===== src/rtl/bus_reader.sv =====
// Round-robin arbiter and sampler for the shared count bus.
// Grants one source at a time and checks each source's samples count up by one.
module bus_reader #(
    parameter int unsigned N_SRC = 4,
    parameter int unsigned WIDTH = 8,
    parameter int unsigned DWELL = 4
) (
    input  logic             clk,
    input  logic             res,
    input  logic             run,
    input  logic [N_SRC-1:0] src_mask,
    input  logic [WIDTH-1:0] bus,
    output logic [N_SRC-1:0] en,
    output logic             smp_valid,
    output logic [WIDTH-1:0] smp_data,
    output logic [2:0]       smp_src,
    output logic             err,
    output logic [WIDTH-1:0] err_exp,
    output logic [7:0]       err_cnt
);

    localparam int unsigned IW = (N_SRC > 1) ? $clog2(N_SRC) : 1;

    typedef enum logic [1:0] {IDLE, GRANT, GAP} state_t;

    state_t          state, state_n;
    logic [IW-1:0]   ptr, ptr_n;
    logic [IW-1:0]   sel, sel_n;
    logic [IW-1:0]   pick;
    logic [3:0]      dwell, dwell_n;
    logic            start;
    logic [WIDTH-1:0] last [N_SRC];
    logic [N_SRC-1:0] seen;
    logic [WIDTH-1:0] expv;

    // First unmasked source at or after the pointer, wrapping at N_SRC.
    always_comb begin
        logic          found;
        int unsigned   j;
        logic [IW-1:0] jj;
        pick  = ptr;
        found = 1'b0;
        for (int unsigned k = 0; k < N_SRC; k++) begin
            j  = (32'(ptr) + k) % N_SRC;
            jj = IW'(j);
            if (!found && src_mask[jj]) begin
                pick  = jj;
                found = 1'b1;
            end
        end
    end

    assign start = run && (src_mask != '0);

    always_ff @(posedge clk or posedge res) begin
        if (res) begin
            state <= IDLE;
            ptr   <= '0;
            sel   <= '0;
            dwell <= '0;
        end else begin
            state <= state_n;
            ptr   <= ptr_n;
            sel   <= sel_n;
            dwell <= dwell_n;
        end
    end

    always_comb begin
        state_n = state;
        ptr_n   = ptr;
        sel_n   = sel;
        dwell_n = dwell;
        en      = '0;
        unique case (state)
            IDLE, GAP: begin
                if (start) begin
                    state_n = GRANT;
                    sel_n   = pick;
                    dwell_n = '0;
                end else begin
                    state_n = IDLE;
                end
            end
            GRANT: begin
                en[sel] = 1'b1;
                if (dwell == 4'(DWELL - 1)) begin
                    state_n = GAP;
                    ptr_n   = (sel == IW'(N_SRC - 1)) ? '0 : sel + 1'b1;
                end else begin
                    dwell_n = dwell + 1'b1;
                end
            end
            default: state_n = IDLE;
        endcase
    end

    assign expv = last[sel] + 1'b1;

    always_ff @(posedge clk or posedge res) begin
        if (res) begin
            smp_valid <= 1'b0;
            smp_data  <= '0;
            smp_src   <= '0;
            err       <= 1'b0;
            err_exp   <= '0;
            err_cnt   <= '0;
            seen      <= '0;
            for (int unsigned i = 0; i < N_SRC; i++) last[i] <= '0;
        end else begin
            smp_valid <= 1'b0;
            err       <= 1'b0;
            if (state == GRANT) begin
                smp_valid <= 1'b1;
                smp_data  <= bus;
                smp_src   <= 3'(sel);
                seen[sel] <= 1'b1;
                // Always resync to the bus so a single bad value flags once.
                last[sel] <= bus;
                if (seen[sel] && bus != expv) begin
                    err     <= 1'b1;
                    err_exp <= expv;
                    if (err_cnt != 8'hFF) err_cnt <= err_cnt + 1'b1;
                end
            end
        end
    end

endmodule


===== config.mk =====
export PLATFORM = sky130hd
export DESIGN_NAME = bus_reader
export DESIGN_NICKNAME = d
export VERILOG_FILES = /design/src/rtl/bus_reader.sv
export SDC_FILE = /design/constraint.sdc
export NUM_CORES = 1
export LEC_CHECK = 0
export BUFFER_PORTS_ARGS = -buffer_cell sky130_fd_sc_hd__buf_2
export CORE_MARGIN = 1.5
export CORE_UTILIZATION = 52
export CTS_CLUSTER_SIZE = 25
export DETAILED_ROUTE_END_ITERATION = 12
export PLACE_DENSITY = 0.76
export SLEW_MARGIN = 20
export SYNTH_ARGS = -nofsm -noshare
export SYNTH_HDL_FRONTEND = slang
export SYNTH_SLANG_ARGS = --single-unit

===== constraint.sdc =====
create_clock -name clk -period 3.05 [get_ports clk]
set_clock_uncertainty 0.15 [all_clocks]
set_input_delay 0.1525 -clock clk [delete_from_list [all_inputs] [get_ports clk]]
set_output_delay 0.1525 -clock clk [all_outputs]
set_load 0.03 [all_outputs]

==> impl_metrics.toml, run 1 <==
[synthesis]
yosysSeqAreaShare_pct = 50.7
synthesis.area_sq_mm = 0.00365
synth_adder_area_share_pct = 2.40
ys_ff_latch = 74
muxShareOfSynthArea_pct = 16.6
synth_top_family_by_area = "multiplexers"
synth-compound-area-share_pct = 8.05
synthArstFlopShare_pct = 100
ys.flop_type = "dfrtp_1"
synth-xor-area-share_pct = 3.60
synth_top_area_cell = "dfrtp_1"
synth_edf_count = 0
synth_top_area_share_pct = 50.7
postSynthNetCount = 343
synthTopCellsByArea = "dfrtp_1 (51%), mux2_2 (9.3%), nand2_1 (5.4%)"
yosys_warnings = 0
synthDistinctLibCells = 54
synth_area_per_cell_sq_um = 11.4
netlist_instances = 321
yosys.area_share.simple_pct = 14.2

[placement]
gp_congestion = 0.939
numPortBuffers = 46
hpwl_mm = 5.53
dp.cells = 464

[cts]
htreeDepth = 3
clk_pin_slew_worst_paths_ps = 80
clock-sinks = 74
clockBufferDepth = 2
cts_buffers = 9
cts-root-buf = "clkbuf_8"
cts_tree = "yes"
clk_latency_ps = 350

[die]
core_sq_mm = 0.00679
die_h_um = 86.8
rows = 30
die_w_um = 86.8
die_area_sq_mm = 0.00753
start_util_pct = 53.7
ios = 48

[pwr]
powerDensity_mw_per_mm2 = 1310
p_leak_uw = 0.00204
irDropWorstVdd_v = 0.000634

[grt]
antenna_found_initial = 0
grt.total_usage_pct = 22.4
grt_pass1_wl_mm = 12.7
overflow = 0
grt_max_degree = 33
grt_pass1_vias = 2651

[worst_setup_path]
crit_arrival_ps = 3120
reg2reg_to = "err_cnt[1]"
rrSetupSlack_ps = 30
required_ps = 3140
reg2reg_from = "sel[0]"
worstPathMaxFanout = 8
startpoint_type = "register"
endpoint = "err_cnt[1]"
r2r.worst_path.cells = 10
crit_path_end_kind = "register"
critical_path_class = "reg2reg"
crit_start = "sel[0]"

[timing]
drv_slew = 0
post-route-min-period_ps = 3020
fmax_mhz = 331
fin_hold_ws_ps = 11.1
fin_setup_tns_ps = 0
final.period_utilization_pct = 99.1
finalSetupViolCount = 0
rsz0062_at_grt = "true"
max_slew_margin_pct = 56.1
worst_slew_pin_slew_ps = 658
hold_viol = 0

[final_layout]
antenna_cells = 0
drive_gt1_share_pct = 37.0
stdcell_count = 499
regArea_sq_mm = 0.00185
fillers = 498
post-route-util_pct = 66.5
multi_input_area_sq_mm = 0.00175
syn2layout_area_growth_pct = 23.7
nets = 420

[route]
drt_iter0_markers = 207
ant_nets = 0
wire_per_inst_um = 16.4
vias = 2740
vias_per_cell = 5.49
drc_errors = 0
wl_mm = 8.19
drt_pass1_iterations = 5

[worst_hold_path]
hold_class = "in2reg"

[run]
cap_violations = 0

[run_status]
status = "complete, no violations"
==> cell usage in the layout (no fill, tap or decap), drive strengths merged, types with 2 or more instances in the layout <==
cell type / instances
xnor2: 8
dlygate4sd3: 8
dfrtp: 74
nor3b: 4
nand3: 6
xor2: 7
inv: 15
nor4: 3
clkbuf: 9
o22ai: 3
o31ai: 2
mux4: 10
o2111ai: 2
nor3: 3
buf: 72
ha: 7
mux2: 31
a21oi: 4
nand2: 53
mux2i: 4
o21ai: 21
and3: 3
nor2b: 5
nor2: 9
clkinv: 5
nand2b: 10
or2: 2
a311o: 2
nand4: 2
a31oi: 2
==> critical path, stage by stage, from the launching register on <==
cell,delay (ps)
dfrtp_2,460
mux4_2,570
ha_4,210
xor2_2,190
or2_4,240
a32oi_1,160
o2111ai_1,160
o21bai_2,280
buf_12,160
nor2_4,40
mux2_4,290
==> flip-flops by register name (all words and copies together), names as in the netlist, 2 cells and up <==
name	flops
dwell	4
err_cnt	8
err_exp	8
last	32
ptr	2
seen	4
sel	2
smp_data	8
smp_src	2
state	2
==> what timing repair did <==
action,CTS,global route
endpoints found under the hold margin,46,0
gates resized for setup,3,15
buffers inserted,0,10
hold buffers,8,0
pin swaps,3,7
gates cloned,0,1
setup endpoints to repair,8,12
==> cells by family after synthesis <==
logic type	Yosys count
other	1
AND/OR/NAND/NOR	105
XOR/XNOR	15
flip-flops	74
adder cells (fa/ha/maj)	7
AO/OA/AOI/OAI	45
multiplexers	44
buffers and inverters	30
==> synthesized netlist by cell type (all sizes together), types with 2 or more instances <==
master	count
nand4	2
o31ai	2
nand2	53
clkbuf	7
nor2b	5
nor3	3
o21ai	21
o22ai	3
a21oi	4
nor2	9
a311o	2
xor2	7
nor4	3
a31oi	2
or2	2
mux2	31
xnor2	8
dfrtp	74
and3	3
inv	15
mux2i	4
buf	8
ha	7
nor3b	4
nand2b	10
nand3	6
mux4	9
o2111ai	2
==> power by group <==
group / switching (uW) / internal, uW
sequential: 333 / 1460
clock: 372 / 376
combinational: 1820 / 1560
total: 2530 / 3400
==> area by class of cell <==
type | count | area share [%]
sequential | 74 | 41.0
multi-input combinational | 218 | 38.8
inverter | 15 | 1.25
clock buffer | 9 | 2.74
tap | 96 | 2.66
timing repair buffer | 80 | 12.0
clock inverter | 7 | 1.55
==> routing by layer <==
metal | global-route usage (%) | vias up | share of wire [%] | routed length (um)
met5 | 0 | - | 0 | 0
met4 | 7.48 | 0 | 2.0 | 161
met3 | 6.76 | 15 | 5.2 | 423
met2 | 34.3 | 88 | 47 | 3860
met1 | 30.6 | 1353 | 46 | 3750
li1 | - | 1284 | - | -
==> metrics by stage <==
stage               worst slack (ps)  total power, uW  area [sq um]
detailed placement             -81.9             4770          4060
finish                          26.4             5920          4520
CTS                            0.342             5580          4350
global route                   -64.3             6320          4520
floorplan                      -8.81             3930          3670
global placement               -6.14             4640          4060
==> worst min-delay path by stage <==
stage	start	slack, ps	endpoint	depth (start not counted)
3_5_place_dp	res	150	last[22]	2
2_1_floorplan	bus[0]	110	smp_data[0]	2
4_1_cts	src_mask[2]	0.8	sel[1]	3
3_3_place_gp	res	140	last[22]	2
6_report	src_mask[2]	10	sel[1]	3
5_1_grt	src_mask[2]	50	sel[1]	3
No activity file was read; power rests on OpenSTA's default activity.
==> run 2, diff against run 1 <==
ABC_AREA = 1   (was not set)
==> impl_metrics.toml, run 2 <==
[route]
ant_nets = 0
drt_iter0_markers = 173
vias = 3232
wl_mm = 8.15
wire_per_inst_um = 12.6
drt_pass1_iterations = 4
vias_per_cell = 4.99
drc_errors = 0

[cts]
clk_pin_slew_worst_paths_ps = 80
clk_latency_ps = 350
cts_tree = "yes"
clock-sinks = 74
post_cts_buffers = 0
htreeDepth = 3
clockBufferDepth = 2
cts_buffers = 9
cts-root-buf = "clkbuf_8"

[final_layout]
drive_gt1_share_pct = 17.1
antenna_cells = 0
largest-register = "last"
final_common_cell = "nand2_1"
nets = 566
largest_register_ffs = 32
most-common-layout-cells = "nand2_1 (178), dfrtp_1 (73), o21ai_0 (58)"
syn2layout_area_growth_pct = 14.4

[worst_setup_path]
startpoint_type = "register"
cp_slowest_cell = "dfrtp_2"
critical_path_class = "reg2reg"
rrSetupSlack_ps = 350
cp_top_family = "simple AND/OR/NAND/NOR gates"
required_ps = 3150
crit_arrival_ps = 2800
path_buf_inv = 3
cpMostUsedCell = "nand2_1"
path_cells = "buf_4 -> nand2_1 -> nand3_1 -> nand2_1 -> inv_2 -> ha_1 -> nand3_2 -> nor2_1 -> nand2_1 -> nand2_1 -> nand2_1 -> nand2_1 -> nand2_1 -> nor2_2 -> nand3_4 -> nand2_4 -> inv_1 -> nand2_1 -> nand2_1"
crit_path_end_kind = "register"
max_stage_delay_ps = 430
path_depth = 19
r2r.worst_path.cells = 19
worstPathMaxFanout = 16

[run_status]
status = "complete, no violations"

[synthesis]
synthArstFlopShare_pct = 100
ys.flop_type = "dfrtp_1"
synth_top_area_cell = "dfrtp_1"
synthTopCellsByCount = "nand2_1 (178), dfrtp_1 (74), o21ai_0 (58)"
yosysSeqAreaShare_pct = 48.3
synthesis.area_sq_mm = 0.00383
synth_most_common_cell = "nand2_1"
synthDistinctLibCells = 31
synth_top_area_share_pct = 48.3
ys_ff_latch = 74
postSynthNetCount = 512
synthTopCellsByArea = "dfrtp_1 (48%), nand2_1 (17%), o21ai_0 (7.6%)"
yosys_warnings = 0
synth_edf_count = 0
synth_area_per_cell_sq_um = 7.83
netlist_instances = 490

[timing]
fin_setup_tns_ps = 0
fin_hold_ws_ps = 23.8
hold_viol = 0
worst_slew_pin_slew_ps = 706
fmax_mhz = 370
rsz0062_at_grt = "false"
post-route-min-period_ps = 2700
final.period_utilization_pct = 88.6
finalSetupViolCount = 0
max_slew_margin_pct = 52.8
drv_slew = 0

[die]
ios = 48
core_sq_mm = 0.00718
rows = 31
die_area_sq_mm = 0.00790
start_util_pct = 53.4
die_h_um = 88.9
die_w_um = 88.9

[grt]
overflow = 0
grt_pass1_wl_mm = 13.6
grt.total_usage_pct = 22.4
grt_max_degree = 35
grt_pass1_vias = 2912
antenna_found_initial = 0

[placement]
gp_congestion = 0.853
numPortBuffers = 46
hpwl_mm = 5.98

[worst_hold_path]
hold_path_depth = 4
hold_class = "in2reg"

[pwr]
irDropWorstVdd_v = 0.000459
powerDensity_mw_per_mm2 = 1160
p_leak_uw = 0.00234

[run]
cap_violations = 0
-- run 2: final cells by class --
cell class | instances | area, sq um
clock inverters | 5 | 37.5
multi-input cells | 352 | 1710
clock buffers | 11 | 151
fillers | 628 | 2790
flip-flops and latches | 74 | 1850
well taps | 99 | 124
repair buffers | 58 | 330
inverters | 49 | 184
-- run 2: cell families (layout without fill, tap and decap cells) --
logic type               count (synthesis)  count (layout)  synth area share, %
AO/OA/AOI/OAI                           73              73                 9.82
XOR/XNOR                                12              12                 2.74
adder cells (fa/ha/maj)                  7               7                 2.28
buffers and inverters                   64             123                 7.24
flip-flops                              74              74                 48.3
other                                    1               1               0.0978
AND/OR/NAND/NOR                        259             259                 29.5
-- run 2: final timing paths --
check / startpoint / to
worst max-delay path: sel[0] / err_exp[1]
worst min-delay path: src_mask[0] / dwell[2]
worst max register to register: sel[0] / err_exp[1]
worst min register to register: seen[2] / seen[2]
max in group asynchronous: res / last[11]
min in group asynchronous: res / seen[3]
-- run 2: per-layer routing --
metal / global-route usage (%) / vias to the layer above / part of all wire (%)
met2: 34.1 / 80 / 45
li1: - / 1674 / -
met4: 7.10 / 0 / 1.4
met5: 0 / - / 0
met3: 5.32 / 10 / 5.2
met1: 31.7 / 1468 / 48
-- run 2: through the flow --
step                power, uW  setup slack [ps]  util [%]  cell area [sq um]  instances
floorplan                3770               532         -               3830        490
global placement         4290               401      57.9               4160        628
detailed placement       4370               301      57.9               4160        628
CTS                      5110               281      61.1               4380        648
global route             5580              9.30      61.1               4390        648
finish                   5090               348      61.1               4390        648
-- run 2: where the power goes --
part / switching [uW] / internal [uW]
registers: 304 / 1440
logic: 1770 / 852
clock network: 379 / 342
total: 2460 / 2630
-- run 2: tightest hold or removal path, cell delays in order --
cell and delay (ps):
buf_2 90, inv_1 40, nand4_1 100, a31oi_1 90
-- run 2: repair_timing --
| action | CTS | global route |
|---|---|---|
| hold buffers | 4 | 0 |
| gates resized for setup | 0 | 1 |
| endpoints found under the setup margin | 0 | 1 |
| hold endpoints to repair | 35 | 0 |
==> run 3, diff against run 2 <==
REMOVE_ABC_BUFFERS = 1   (was not set)
==> impl_metrics.toml, run 3 (synthesized netlist as in run 2, its figures left out) <==
[grt]
grt_pass1_vias = 3083
grt_max_degree = 32
grt_pass1_wl_mm = 14.0
antenna_found_initial = 0
grt.total_usage_pct = 23.1
overflow = 0

[route]
vias_per_cell = 5.08
wl_mm = 8.34
drt_pass1_iterations = 4
vias = 3305
drt_iter0_markers = 190
ant_nets = 0
wire_per_inst_um = 12.8
drc_errors = 0

[final_layout]
multi_input_area_sq_mm = 0.00171
syn2layout_area_growth_pct = 16.3
largest_register_ffs = 32
fillers = 652
regArea_sq_mm = 0.00185
final_common_cell = "nand2_1"
largest-register = "last"
most-common-layout-cells = "nand2_1 (178), dfrtp_1 (73), o21ai_0 (58)"
nets = 569
drive_gt1_share_pct = 17.4
antenna_cells = 0

[timing]
fmax_mhz = 370
max_slew_margin_pct = 59.7
worst_slew_pin_slew_ps = 604
rsz0062_at_grt = "false"
fin_setup_tns_ps = 0
drv_slew = 0
fin_hold_ws_ps = 2.42
finalSetupViolCount = 0
final.period_utilization_pct = 88.5
post-route-min-period_ps = 2700
hold_viol = 0

[run_status]
status = "complete, no violations"

[pwr]
pwr-share-seq_pct = 32.4
p_int_uw = 2860
power_switching_uw = 2470
powerDensity_mw_per_mm2 = 1190
netSwitchingFraction_pct = 46.4
irDropWorstVdd_v = 0.000418
p_comb_share_pct = 50.1
p_leak_uw = 0.00238
pwr-share-clk_pct = 17.5

[worst_setup_path]
crit_arrival_ps = 2800
startpoint_type = "register"
crit_path_end_kind = "register"
cpMostUsedCell = "nand2_1"
required_ps = 3150
worstPathMaxFanout = 16
path_cells = "inv_2 -> nand2_1 -> nand3_1 -> nand2_1 -> inv_2 -> ha_1 -> nand3_2 -> nor2_1 -> nand2_1 -> nand2_1 -> nand2_1 -> nand2_1 -> nand2_1 -> nor2_2 -> nand3_4 -> nand2_4 -> inv_1 -> nand2_1 -> nand2_1"
cp_slowest_cell = "dfrtp_2"
max_stage_delay_ps = 470
critical_path_class = "reg2reg"

[cts]
cts_tree = "yes"
cts_buffers = 9
cts-root-buf = "clkbuf_8"
clk_latency_ps = 360
clk_pin_slew_worst_paths_ps = 80
htreeDepth = 3
post_cts_buffers = 0
clock-sinks = 74
clockBufferDepth = 2

[run]
cap_violations = 0

[die]
die_area_sq_mm = 0.00790
rows = 31
die_w_um = 88.9
core_sq_mm = 0.00718
ios = 48
start_util_pct = 53.4
die_h_um = 88.9

[worst_hold_path]
hold_class = "in2reg"

[placement]
gp_congestion = 0.875
hpwl_mm = 6.02
numPortBuffers = 46
-- run 3: cell types whose count changed in the layout (fill, tap and decap cells not counted) --
cell        delta
clkinvlp_4     -1
clkinv_2       -1
inv_6          -1
clkbuf_1       +1
buf_4          +3
clkinv_4       +1
clkbuf_8       -2
bufinv_16      +3
-- run 3: path summary, 6_finish.rpt --
path                              from         end  slack [ps]  cells after the start
max reg2reg                     sel[0]  err_exp[1]         350                     19
min reg2reg                    seen[0]     seen[0]         320                      1
min in group asynchronous          res  err_exp[0]         210                      3
max in group asynchronous          res      sel[0]        1740                      4
max                             sel[0]  err_exp[1]         350                     19
min                        src_mask[0]    dwell[2]           2                      4
-- run 3: final cells by class --
type                    instances  share of cell area, %
flip-flops and latches         74                   41.5
repair buffers                 61                   7.91
clock inverters                 6                   2.58
clock buffers                  10                   2.86
inverters                      49                   4.12
well taps                      99                   2.78
multi-input cells             352                   38.2
-- run 3: layer usage --
metal,track usage [%],share of wire (%)
met3,3.08,4.4
met4,9.66,1.3
met1,30.8,47
met5,0,0
met2,37.8,48
-- run 3: worst max-delay path, delay by kind of cell, from the launching register on --
kind / cells / cell delay [ps]
DFF: 1 / 470
and+or+nand+nor: 15 / 1440
buffers and inverters: 3 / 350
adders and majority gates: 1 / 190
-- run 3: through the flow --
step	cells	instance area, sq um	setup WS (ps)	util (%)	total power, uW
floorplan	475	3740	305	-	3670
global placement	631	4180	431	58.2	4320
detailed placement	631	4180	334	58.2	4400
CTS	651	4460	297	62.2	5350
global route	651	4460	43.7	62.2	5810
finish	651	4460	350	62.2	5330
-- run 3: power groups by stage --
stage               clock [uW]  sequential [uW]  combinational (uW)
floorplan                    0             2030                1650
global placement             0             1730                2590
detailed placement           0             1730                2670
CTS                        940             1720                2690
global route               985             1790                3040
finish                     933             1730                2670
-- run 3: timing repair --
item,CTS,global route
hold endpoints to repair,24,0
hold buffers,4,0
resized for setup,0,1
setup endpoints to repair,0,1
